--- config.mk ---
export PLATFORM = sky130hd
export DESIGN_NAME = noc_sender_arbiter
export DESIGN_NICKNAME = d
export VERILOG_FILES = /design/src/rtl/noc_sender_arbiter.sv
export SDC_FILE = /design/constraint.sdc
export NUM_CORES = 1
export LEC_CHECK = 0
export CORE_ASPECT_RATIO = 1.75
export CORE_MARGIN = 3
export CORE_UTILIZATION = 39
export DETAILED_ROUTE_END_ITERATION = 8
export GPL_TIMING_DRIVEN = 0
export HOLD_SLACK_MARGIN = 0.15
export PLACE_DENSITY = 0.83
export SLEW_MARGIN = 10
export SYNTH_ARGS = -nofsm -noshare
export SYNTH_HDL_FRONTEND = slang
export SYNTH_SLANG_ARGS = --single-unit
--- constraint.sdc ---
create_clock -name clk -period 2.1 [get_ports clk]
set_input_delay 0.315 -clock clk [delete_from_list [all_inputs] [get_ports clk]]
set_output_delay 0.315 -clock clk [all_outputs]
set_load 0.02 [all_outputs]
--- src/rtl/noc_sender_arbiter.sv ---
// noc_sender_arbiter: round-robin share of one serial NoC sender among N_REQ requesters
module noc_sender_arbiter #(
  parameter int N_REQ          = 4,
  parameter int PACKET_BITS    = 42,
  parameter int PADDING_BITS   = 4,
  parameter int ADDR_BITS      = 4,
  parameter int TIMEOUT_CYCLES = 1024
) (
  input  logic                              clk,
  input  logic                              rst,
  input  logic [N_REQ-1:0]                  req,
  input  logic [N_REQ*PACKET_BITS-1:0]      req_packet,
  input  logic [N_REQ*PADDING_BITS-1:0]     req_padding,
  input  logic [N_REQ*ADDR_BITS-1:0]        req_dst_row,
  input  logic [N_REQ*ADDR_BITS-1:0]        req_dst_col,
  output logic [N_REQ-1:0]                  req_ack,
  output logic [N_REQ-1:0]                  req_err,
  output logic                              snd_enable,
  output logic [PACKET_BITS-1:0]            snd_packet,
  output logic [PADDING_BITS-1:0]           snd_padding,
  output logic [ADDR_BITS-1:0]              snd_dst_row,
  output logic [ADDR_BITS-1:0]              snd_dst_col,
  input  logic                              snd_ack,
  output logic                              busy,
  output logic [$clog2(N_REQ)-1:0]          grant_id
);
  localparam int IW = $clog2(N_REQ);
  localparam int CW = TIMEOUT_CYCLES > 0 ? $clog2(TIMEOUT_CYCLES + 1) : 1;
  typedef enum logic [1:0] {IDLE, SEND, GAP} state_t;
  state_t state_q, state_d;
  logic [IW-1:0] ptr_q, ptr_d, gid_q, gid_d, sel, idx;
  logic found, timeout;
  logic [CW-1:0] cnt_q, cnt_d;
  logic [N_REQ-1:0] ack_q, ack_d, err_q, err_d;
  logic [PACKET_BITS-1:0] pkt_q, pkt_d;
  logic [PADDING_BITS-1:0] pad_q, pad_d;
  logic [ADDR_BITS-1:0] row_q, row_d, col_q, col_d;
  // first requesting index after the pointer, wrapping around
  always_comb begin
    sel = '0;
    idx = '0;
    found = 1'b0;
    for (int k = 1; k <= N_REQ; k++) begin
      idx = IW'((int'(ptr_q) + k) % N_REQ);
      if (!found && req[idx]) begin
        found = 1'b1;
        sel = idx;
      end
    end
  end
  assign timeout = (TIMEOUT_CYCLES != 0) && (cnt_q == CW'(TIMEOUT_CYCLES - 1));
  always_comb begin
    state_d = state_q;
    ptr_d = ptr_q;
    gid_d = gid_q;
    cnt_d = cnt_q;
    ack_d = '0;
    err_d = '0;
    pkt_d = pkt_q;
    pad_d = pad_q;
    row_d = row_q;
    col_d = col_q;
    if (state_q == IDLE && found) begin
      state_d = SEND;
      gid_d = sel;
      cnt_d = '0;
      pkt_d = req_packet[sel*PACKET_BITS +: PACKET_BITS];
      pad_d = req_padding[sel*PADDING_BITS +: PADDING_BITS];
      row_d = req_dst_row[sel*ADDR_BITS +: ADDR_BITS];
      col_d = req_dst_col[sel*ADDR_BITS +: ADDR_BITS];
    end else if (state_q == SEND) begin
      cnt_d = cnt_q + 1'b1;
      if (snd_ack || timeout) begin
        state_d = GAP;
        ptr_d = gid_q;
        ack_d[gid_q] = snd_ack;
        err_d[gid_q] = !snd_ack;
      end
    end else if (state_q == GAP) begin
      state_d = IDLE;
    end
  end
  always_ff @(posedge clk) begin
    if (rst) begin
      state_q <= IDLE;
      ptr_q <= IW'(N_REQ - 1);
      gid_q <= '0;
      cnt_q <= '0;
      ack_q <= '0;
      err_q <= '0;
      pkt_q <= '0;
      pad_q <= '0;
      row_q <= '0;
      col_q <= '0;
    end else begin
      state_q <= state_d;
      ptr_q <= ptr_d;
      gid_q <= gid_d;
      cnt_q <= cnt_d;
      ack_q <= ack_d;
      err_q <= err_d;
      pkt_q <= pkt_d;
      pad_q <= pad_d;
      row_q <= row_d;
      col_q <= col_d;
    end
  end
  assign snd_enable = state_q == SEND;
  assign busy = state_q != IDLE;
  assign grant_id = gid_q;
  assign req_ack = ack_q;
  assign req_err = err_q;
  assign snd_packet = pkt_q;
  assign snd_padding = pad_q;
  assign snd_dst_row = row_q;
  assign snd_dst_col = col_q;
endmodule

==> run_results.csv <==
group,metric,value,unit
status,status,"finished clean",
pwr,p_total,0.00549,W
synth,synth_edf_count,0,
timing,rsz0062_at_grt,"true",
routing,drc,0,
timing,slew_viol_final,0,
worst_setup_path,start_kind,"register",
clock_tree,cts-root-buf,"clkbuf_16",
timing,setup_viol,0,
placed_design,hpwl,16.7,mm
synth,synthCells,575,
placed_design,dpl_worst_slack,-703,ps
timing,hold_violations,0,
global_routing,antenna_found_initial,1,
synth,syn_nets,799,
synth,yosysWarnings,0,
routing,dr_total_vias,5795,
global_routing,overflow,0,
worst_setup_path,critPathMaxFanout,10,
timing,relSlewSlack,62.8,%
timing,worst_slack,74.0,ps
timing,max_clock_freq,494,MHz
placed_design,place_congestion,0.844,
routing,drt_iter0_markers,218,
timing,period_share,96.5,%
hold_path,hp-class,"register to register",
die,io_pins,289,
layout,final_net_count,1102,
synth,synth.avg_cell_area,8.59,um2
layout,postLayoutCoreUtil,69.9,%
worst_setup_path,worstPathArrival,2260,ps
placed_design,port-buffer-count,288,
timing,fin_setup_tns,0,ps
timing,fin_worst_skew,6.19,ps
worst_setup_path,worst_ep_required_time,2330,ps
layout,syn_to_final_growth,72.7,%
synth,yosys_register_bits,79,
routing,wl,21.0,mm
worst_setup_path,critPathKind,"register to register",
clock_tree,cts_tree,"built",
synth,ys_types,49,
routing,wl_per_cell,20.0,um
die,fp.dieH,155,um
die,placementRows,53,
job,max-cap-violations,0,
routing,viasPerCell,5.52,
layout,drive_gt1_share,12.3,%
timing,holdWs,477,ps
pwr,powerDensity,644,nW/um2
worst_setup_path,end_kind,"register",
clock_tree,clockBufferDepth,2,
synth,async_flop_share,0,%
synth,yosysMostFrequentCell,"dfxtp_1",
die,die-area,14100,um2
die,initial_core_util,40.5,%
pwr,peakVddDrop,0.454,mV
clock_tree,clock_latency,340,ps
timing,tightest_slew,552,ps
routing,dr.pass1.iters,5,
die,die_w,91.1,um
synth,synth_common_cells,"dfxtp_1, mux2i_1, a211oi_1, inv_1, a31oi_1",
worst_setup_path,rrSetupSlack,70,ps
die,design.core.area,12200,um2
synth,netlist.area_leader.share,32.0,%
timing,fin_crit,2030,ps
layout,fill_cells,1007,
synth,synth_area_leader_cell,"dfxtp_1",
pwr,power.leakage,3.49,nW
clock_tree,numCtsBuffers,9,
layout,multi_input_area,2960,um2
synth,synth_seq_area_share,32.0,%
global_routing,grtUsageTotal,28.4,%
synth,synth_area_leaders,"dfxtp_1, mux2i_1, a211oi_1, a31oi_1, o21bai_1",
layout,seqCellArea,1580,um2
global_routing,first_global_vias,6106,
synth,syn_area,4940,um2
global_routing,grt_max_degree,14,
synth,yosys_most_used_dff,"dfxtp_1",
clock_tree,htreeDepth,3,
global_routing,grt_pass1_wl,31.9,mm
routing,drtAntennaViolNets,0,
clock_tree,clk_pin_slew_worst_paths,60,ps
clock_tree,cts_sinks,79,
worst max-delay path, stage by stage (launching register included):
cell and delay (ps):
dfxtp_1 520, o21ai_2 120, o221ai_4 370, or2_1 160, buf_4 180, buf_4 210, a211oi_1 80, a211oi_1 270
what timing repair did:
item                       in CTS  in global routing
buffers inserted                4                  0
pin swaps                       3                  3
setup endpoints to repair      56                 50
hold buffers                    0                  0
resized for setup              36                 22
cell usage in the layout, fill, tap and decap left out, types with 4 or more instances in the layout:
cell	instances
mux2i_1	48
o211ai_2	17
nand2b_1	5
nand2_1	30
mux2i_2	7
nand4_1	4
or2_1	4
buf_2	8
dfxtp_1	79
nand3b_1	7
nand3_1	8
nor3_1	4
a31oi_1	47
xor2_1	5
clkbuf_1	14
nor2_1	23
o21bai_1	29
and4_1	20
inv_1	53
buf_4	12
o21ai_1	8
clkdlybuf4s50_1	283
a211oi_1	55
xnor2_1	5
o21ai_0	15
mux2_2	5
a21oi_1	5
clkbuf_16	9
clkbuf_2	18
report_power, final:
part	leakage, nW	switching [W]	internal [W]
Clock	0.152	0.000632	0.000983
Sequential	0.650	0.000110	0.00167
Combinational	2.69	0.00101	0.00109
Total	3.49	0.00175	0.00374
path summary, 6_finish.rpt:
kind | from | to | cells after the start
setup reg to reg | ptr_q[1]$_SDFFE_PP1P_ | snd_packet[24]$_SDFFE_PP0P_ | 7
hold / removal | snd_packet[41]$_SDFFE_PP0P_ | snd_packet[41]$_SDFFE_PP0P_ | 2
hold reg to reg | snd_packet[41]$_SDFFE_PP0P_ | snd_packet[41]$_SDFFE_PP0P_ | 2
setup / recovery | ptr_q[1]$_SDFFE_PP1P_ | snd_packet[24]$_SDFFE_PP0P_ | 7
cell type report:
type	count	area share, %
multi-input cells	385	34.7
repair buffers	292	34.2
flip-flops and latches	79	18.5
plain buffers	58	4.18
clock buffers	11	2.96
well taps	165	2.42
inverters	53	2.33
clock inverters	5	0.660
diodes	1	0.0293
state kept, by name, indices dropped and copies added (netlist names):
register and count:
cnt_q 11, state_q 2, ptr_q 2, req_err 4, snd_padding 4, req_ack 4, snd_dst_col 4, grant_id 2
snd_packet 42, snd_dst_row 4
metal layers:
metal	share of wire, %	up-vias	global-route usage, %
li1	-	2719	-
met5	0	-	0
met3	6.2	57	5.22
met4	4.3	0	12.9
met1	35	2740	29.4
met2	54	279	54.4
stage by stage:
| stage | instances | area (um2) |
|---|---|---|
| after floorplan | 575 | 4940 |
| after global routing | 1049 | 8530 |
| after global placement | 1028 | 8030 |
| after detailed placement | 1028 | 8030 |
| final | 1049 | 8530 |
| after CTS | 1048 | 8460 |
cell families (layout without fill, tap and decap cells):
logic type,Yosys count,after routing,share of synthesized area (%)
mux,64,64,13.1
fa+ha+maj,1,1,0.253
other cells,0,1,0
buf+inv,111,419,10.2
flops,79,79,32.0
simple gates,121,121,13.8
xor+xnor,10,10,1.77
compound gates,189,189,28.8
Note: power is estimated with default switching activity, not from simulation.
